===== src/rtl/lpf_channel_scheduler.sv =====
`timescale 1ns/1ps
`default_nettype none
// +----------------------------------------------------------------------------+
// | lpf_channel_scheduler: round-robin sharing of one single-pole LPF datapath |
// | across NCH channels. Optional macro LPF_PRIME_EN seeds state from sample 1.|
// | Revision: 1.0                                                               |
// +----------------------------------------------------------------------------+
module lpf_channel_scheduler #(
  parameter int NCH   = 4,
  parameter int CHW   = 2,
  parameter int DW    = 20,
  parameter int K_RST = 4
) (
  input  logic              qzt_clk,
  input  logic              rst_n,
  input  logic [NCH-1:0]    smp_stb,
  input  logic [NCH*DW-1:0] vin_flat,
  input  logic              cfg_we,
  input  logic [CHW-1:0]    cfg_ch,
  input  logic [3:0]        cfg_k,
  input  logic              ovr_clr,
  output logic [DW-1:0]     vout,
  output logic [CHW-1:0]    vout_ch,
  output logic              vout_valid,
  output logic [NCH-1:0]    ovr,
  output logic              busy
);

  typedef enum logic [1:0] {
    IDLE = 2'd0,
    LOAD = 2'd1,
    CALC = 2'd2,
    OUT  = 2'd3
  } state_t;

  state_t           r_state;
  logic [NCH-1:0]   r_pend;
  logic [NCH-1:0]   r_ovr;
  logic [DW-1:0]    r_xin [NCH];
  logic [DW-1:0]    r_y   [NCH];
  logic [3:0]       r_k   [NCH];
  logic [CHW-1:0]   r_ptr;
  logic [CHW-1:0]   r_g;
  logic [DW-1:0]    r_x;
  logic [DW-1:0]    r_yp;
  logic [3:0]       r_kw;
  logic [DW-1:0]    r_res;

  logic             w_found;
  logic [CHW-1:0]   w_gnt;
  logic             w_load;
  logic [CHW-1:0]   w_next_ptr;
  logic signed [DW:0] w_diff;
  logic signed [DW:0] w_step;
  logic [DW-1:0]    w_filt;
  logic [DW-1:0]    w_calc;

  // Scan downward so the candidate closest to the pointer is the one kept.
  always_comb begin
    w_found = 1'b0;
    w_gnt   = '0;
    for (int i = NCH - 1; i >= 0; i--) begin
      int j;
      logic [CHW-1:0] w_j;
      j = int'(r_ptr) + i;
      if (j >= NCH) j = j - NCH;
      w_j = CHW'(j);
      if (r_pend[w_j]) begin
        w_found = 1'b1;
        w_gnt   = w_j;
      end
    end
  end

  assign w_load     = ((r_state == IDLE) || (r_state == OUT)) && w_found;
  assign w_next_ptr = (w_gnt == CHW'(NCH - 1)) ? '0 : w_gnt + CHW'(1);

  assign w_diff = $signed({r_x[DW-1], r_x}) - $signed({r_yp[DW-1], r_yp});
  assign w_step = w_diff >>> r_kw;
  assign w_filt = r_yp + w_step[DW-1:0];

`ifdef LPF_PRIME_EN
  logic [NCH-1:0] r_primed;
  logic           r_pw;
  assign w_calc = r_pw ? w_filt : r_x;
`else
  assign w_calc = w_filt;
`endif

  assign ovr  = r_ovr;
  assign busy = (r_state != IDLE);

  generate
    for (genvar c = 0; c < NCH; c++) begin : g_ch
      logic w_sel_load;
      logic w_sel_cfg;
      logic w_sel_out;
      assign w_sel_load = w_load && (w_gnt == CHW'(c));
      assign w_sel_cfg  = cfg_we && (cfg_ch == CHW'(c));
      assign w_sel_out  = (r_state == CALC) && (r_g == CHW'(c));

      // A strobe on the grant edge keeps the channel pending with the new value.
      always_ff @(posedge qzt_clk or negedge rst_n) begin
        if (!rst_n) begin
          r_pend[c] <= 1'b0;
          r_ovr[c]  <= 1'b0;
          r_xin[c]  <= '0;
          r_y[c]    <= '0;
          r_k[c]    <= 4'(K_RST);
        end else begin
          if (smp_stb[c]) begin
            r_xin[c]  <= vin_flat[c*DW +: DW];
            r_pend[c] <= 1'b1;
          end else if (w_sel_load) begin
            r_pend[c] <= 1'b0;
          end
          if (smp_stb[c] && r_pend[c]) begin
            r_ovr[c] <= 1'b1;
          end else if (ovr_clr) begin
            r_ovr[c] <= 1'b0;
          end
          if (w_sel_cfg) begin
            r_k[c] <= cfg_k;
          end
          if (w_sel_out) begin
            r_y[c] <= r_res;
          end
        end
      end

`ifdef LPF_PRIME_EN
      always_ff @(posedge qzt_clk or negedge rst_n) begin
        if (!rst_n) begin
          r_primed[c] <= 1'b0;
        end else if (w_sel_cfg) begin
          r_primed[c] <= 1'b0;
        end else if (w_sel_out) begin
          r_primed[c] <= 1'b1;
        end
      end
`endif
    end
  endgenerate

  always_ff @(posedge qzt_clk or negedge rst_n) begin
    if (!rst_n) begin
      r_state    <= IDLE;
      r_ptr      <= '0;
      r_g        <= '0;
      r_x        <= '0;
      r_yp       <= '0;
      r_kw       <= '0;
      r_res      <= '0;
      vout       <= '0;
      vout_ch    <= '0;
      vout_valid <= 1'b0;
`ifdef LPF_PRIME_EN
      r_pw       <= 1'b0;
`endif
    end else begin
      vout_valid <= 1'b0;
      case (r_state)
        IDLE, OUT: begin
          if (w_found) begin
            r_g     <= w_gnt;
            r_x     <= r_xin[w_gnt];
            r_yp    <= r_y[w_gnt];
            r_kw    <= r_k[w_gnt];
            r_ptr   <= w_next_ptr;
`ifdef LPF_PRIME_EN
            r_pw    <= r_primed[w_gnt];
`endif
            r_state <= LOAD;
          end else begin
            r_state <= IDLE;
          end
        end
        LOAD: begin
          r_res   <= w_calc;
          r_state <= CALC;
        end
        CALC: begin
          vout       <= r_res;
          vout_ch    <= r_g;
          vout_valid <= 1'b1;
          r_state    <= OUT;
        end
        default: r_state <= IDLE;
      endcase
    end
  end

endmodule
`default_nettype wire


===== config.mk =====
export PLATFORM = sky130hd
export DESIGN_NAME = lpf_channel_scheduler
export DESIGN_NICKNAME = d
export VERILOG_FILES = /design/src/rtl/lpf_channel_scheduler.sv
export SDC_FILE = /design/constraint.sdc
export NUM_CORES = 1
export LEC_CHECK = 0
export CORE_MARGIN = 4
export CORE_UTILIZATION = 40
export DETAILED_ROUTE_END_ITERATION = 7
export GPL_ROUTABILITY_DRIVEN = 0
export PLACE_DENSITY = 0.63
export SYNTH_ARGS = -nofsm -noshare
export SYNTH_HDL_FRONTEND = slang
export SYNTH_SLANG_ARGS = --single-unit
export TNS_END_PERCENT = 10

===== constraint.sdc =====
create_clock -name qzt_clk -period 12.1 [get_ports qzt_clk]
set_clock_uncertainty 0.05 [all_clocks]
set_input_delay 2.42 -clock qzt_clk [delete_from_list [all_inputs] [get_ports qzt_clk]]
set_output_delay 2.42 -clock qzt_clk [all_outputs]
set_load 0.03 [all_outputs]

**Word-level counts from Yosys, hierarchy flattened**

Index checks and enable logic that the tools add are counted.

- Register bits after elaboration: 277
- Output and inout port bits: 28

- Add/subtract/negate cells: 10
- $lt $le $gt $ge: 9
- Eq/ne operators: 12
- Shift-type cells: 1
- Muxes and demuxes: 46
- Bitwise gates (word level): 1
- Reduce and logical (&&, ||, !) cells: 33

Operators by type and width:

| kind | number |
|---|---|
| $bmux 20 s2 | 2 |
| $mux 20 | 4 |
| $mux 1 | 23 |
| $sshr 21x4->20 | 1 |
| $sub 20x20->21 | 1 |
| $add 20x20->20 | 1 |
| $mux 2 | 9 |
| $reduce_bool 2->1 | 9 |
| $logic_and 1x1->1 | 17 |
| $eq 2x2->1 const B | 8 |
| $ge 3x3->1 const B | 4 |
| $lt 2x3->1 const B | 4 |
| $bmux 1 s2 | 4 |
| $bmux 4 s2 | 1 |
| $eq 2x1->1 const B | 4 |
| $logic_not 2->1 | 4 |
| $mux 4 | 2 |
| $sub 2x1->2 const B | 4 |
| $add 2x2->3 const B | 2 |
| $pmux 2 s3 | 1 |
| $add 2x1->3 const B | 1 |
| $ge 2x3->1 const B | 1 |
| $not 2->3 | 1 |
| $add 2x1->2 const B | 1 |
| other kinds (3) | 3 |

**Longest topological paths before layout**

- Depth after elaboration: 13
- Mapped depth: 24

**Worst setup path after synthesis**

No wires, ideal clock.

- Path kind: flip-flop to flip-flop
- Start: register r_yp[0]
- End: register r_res[14]
- Setup time: 0.120 ns
- Arrival: 4.672 ns
- Slack: 7.258 ns
- Cell stages (with the launch flop): 22
- Path buffers: 0
- Period minus slack after synthesis: 4.842 ns
- Cell sequence: dfrtp_1 > ha_1 > fa_1 > nand2b_1 > a21o_4 > a211oi_4 > or4_4 > nand2_1 > xor2_1 > o21a_1 > mux4_2 > mux2i_1 > ha_1 > nor2b_1 > o21ai_1 > a21boi_0 > o211ai_1 > a21oi_1 > o31ai_1 > a21oi_1 > or3_1 > a31o_2

- Word-level cells in the longest chain between the ends: 3

RTL lines:

| element | RTL line | text |
|---|---|---|
| start, declared | 45 | `logic [DW-1:0] r_yp;` |
| start signal, assigned | 167 | `r_yp <= r_y[w_gnt];` |
| $sub 20x20->21 | 78 | `assign w_diff = $signed({r_x[DW-1], r_x}) - $signed({r_yp[DW-1], r_yp});` |
| $sshr 21x4->20 | 79 | `assign w_step = w_diff >>> r_kw;` |
| $add 20x20->20 * | 80 | `assign w_filt = r_yp + w_step[DW-1:0];` |
| end signal, assigned | 179 | `r_res <= w_calc;` |
| end, declared | 47 | `logic [DW-1:0] r_res;` |

Every way passes the cells marked *; elsewhere a longest branch is shown, timed or not.
A chain may end at the register's enable or synchronous reset.

**Worst setup path in the final report**

Ends and elaborated chain as after synthesis.

==> results.cfg <==
[layout]
fin_nets = 1753
mostFrequentLayoutCells = nand2_1 (323), dfrtp_1 (273), mux2_2 (213)
layout-drive-gt1-share_pct = 19.9
n_antenna_cell = 0
final_common_cell = nand2_1
syn_to_final_growth_pct = 17.3

[yosys]
async_flop_share_pct = 100
yosys_warnings = 0
synth_area_leaders = dfrtp_1 (45%), mux2_2 (16%), nand2_1 (8.0%), ha_1 (3.9%), o21ai_0 (3.4%)
synth_fa_ha_area_share_pct = 4.16
dominantRegCellSynth = dfrtp_1
synth-xor-area-share_pct = 1.44
seq_area_frac_synth_pct = 45.9
synth.top_cell.area_share_pct = 45.2
yosysUniqueCellTypes = 81
synth_nets = 1666
avgSynthCellArea_um2 = 9.92
synth-compound-area-share_pct = 13.0
synth_edf_count = 0
syn_inst = 1523
synth_top_family_by_area = multiplexers
synthMuxAreaShare_pct = 17.1
synth_area_leader_cell = dfrtp_1
yosys_register_bits = 277
synth_area_um2 = 15100
yosys.area_share.simple_pct = 15.0

[critical_path]
worst_r2r_path_depth = 21
crit_buf_inv = 0
cp.depth = 21
critPathKind = reg2reg
worst_path_most_repeated_cell = a21oi_1
critPathSlowestCell = a21oi_1
start_kind = register
ff2ff_setup_slack_ns = 6.44
slowest_delay_ns = 0.44
worstPathMaxFanout = 5
critPathTopFamily = compound AO/OA/AOI/OAI gates
arrival_ns = 6.05
crit_path_end_kind = register
crit_required_ns = 12.49
cp_cell_sequence = ha_1 > fa_1 > nand2b_1 > a21oi_1 > o211ai_2 > a21oi_1 > mux2_2 > nand3_1 > o21ai_2 > a211oi_1 > mux2i_1 > ha_1 > nor2b_1 > o21ai_1 > a21boi_0 > o211ai_1 > a21oi_1 > o31ai_1 > a21oi_1 > or3_1 > a31o_2

[timing]
hold_viol_final = 0
final_max_slew_viol_count = 0
period_share_pct = 46.8
tightest_slew_ns = 1.12
fmax_mhz = 177
maxSlewHeadroom_pct = 25.4
min_period_ns = 5.66
setup_viol = 0
rsz0062_at_grt = false
tns_ns = 0

[flow_run]
drv_cap = 0

[floorplanning]
start_util_pct = 40.9
die_w_um = 202
ios = 122
core_region_area_um2 = 37000
die_h_um = 202
dieArea_um2 = 40900
rows = 70

[global_route]
grt_start_max_net_pins = 91
grt_pass1_wl_um = 63700
grt_use_total_pct = 19.0
grt_overflow_total = 0
grt_pass1_vias = 11520
antenna_found_initial = 0

[detailed_routing]
wirelength_um = 39600
route.detailed.drc = 0
via_per_inst = 5.46
vias = 11652
ant_nets = 0
firstDrtPassIters = 6
wire_per_inst_um = 18.6
drt_iter0_markers = 847

[clock_tree]
root_buffer = clkbuf_16
cts_sinks = 277
cts_resized = 0
post_cts_buffers = 0
hold_buffers = 0
clk_pin_slew_ns = 0.06
clockBufferDepth = 3
cts_buffers = 28
htree_levels = 1
tritoncts = done
clk_latency_ns = 0.55

[placed_design]
dpl.hpwl_um = 28100
port_buffers = 121

[worst_hold_path]
whs_path_depth = 2
min-delay-path-class = reg2reg

[run_status]
status = finished, final reports clean
==> cells by family (layout without fill, tap and decap cells) <==
kind of cell,after synthesis,in the layout
buffers and inverters,132,239
AO/OA/AOI/OAI,295,295
multiplexers,229,229
adder cells (fa/ha/maj),49,49
AND/OR/NAND/NOR,517,517
XOR/XNOR,24,24
flip-flops,277,277
==> cell type report <==
class	count	area, um2
clock buffer	42	853
clock inverter	8	78.8
fill	3479	19200
inverter	47	176
multi-input combinational	1114	7670
sequential	277	6940
tap	504	631
timing repair buffer	142	1370
==> path summary, 6_finish.rpt <==
kind / start / to
min in group asynchronous: rst_n / r_xin[47]
setup reg to reg: r_yp[0] / r_res[14]
max in group asynchronous: rst_n / r_k[12]
setup / recovery: r_yp[0] / r_res[14]
hold / removal: r_y[1] / r_y[1]
hold reg to reg: r_y[1] / r_y[1]
==> routing by layer <==
layer  track usage [%]  share of wire [%]
met1              27.1                 46
met2              31.0                 47
met3              2.68                5.0
met4              4.49                2.0
met5                 0                  0
==> stage by stage <==
step	cells	instance area [um2]	worst slack, ns	hold WS [ns]	util [%]
after floorplan	1523	15100	7.26	0.400	-
after global placement	2084	16800	6.66	0.411	45.4
after detailed placement	2084	16800	6.60	0.422	45.4
after CTS	2134	17700	6.56	0.438	47.9
after global routing	2134	17700	6.18	0.462	47.9
final	2134	17700	6.44	0.434	47.9
==> registers in the layout, indices dropped and copies added (netlist names), 16 cells and up <==
| register | cells |
|---|---|
| r_yp | 20 |
| r_y | 80 |
| vout | 20 |
| r_xin | 80 |
| r_k | 16 |
| r_x | 20 |
| r_res | 20 |
==> Yosys cell counts (5+ instances only) <==
library cell / count
a211oi_1: 9
o21ai_1: 11
o21a_1: 11
nand3b_1: 6
o21ai_0: 103
o22ai_1: 6
and3_1: 6
nor3_1: 18
mux2i_1: 14
nor3b_1: 6
nand4_1: 5
ha_1: 47
inv_1: 43
mux2_2: 213
or3_1: 7
a21oi_1: 36
o31ai_1: 11
clkbuf_1: 67
nand2b_1: 12
a31oi_1: 10
nand2_1: 323
o21ai_2: 5
dfrtp_1: 273
nor2_1: 46
nor2b_1: 6
a21o_1: 20
a21oi_2: 5
o221ai_1: 6
buf_1: 13
o211ai_1: 10
xor2_1: 8
xnor2_1: 15
nor4_1: 10
nand3_1: 56
==> worst reg2reg max path, delay by kind of cell, from the launching register on <==
family / cells / cell delay, ns
flops: 1 / 0.41
fa+ha+maj: 3 / 0.98
mux: 2 / 0.61
compound gates: 12 / 2.70
simple gates: 4 / 0.82
Power is left out: the tool's default activity adds up to more than one toggle a clock period on the data nets, which glitch-free logic cannot reach.
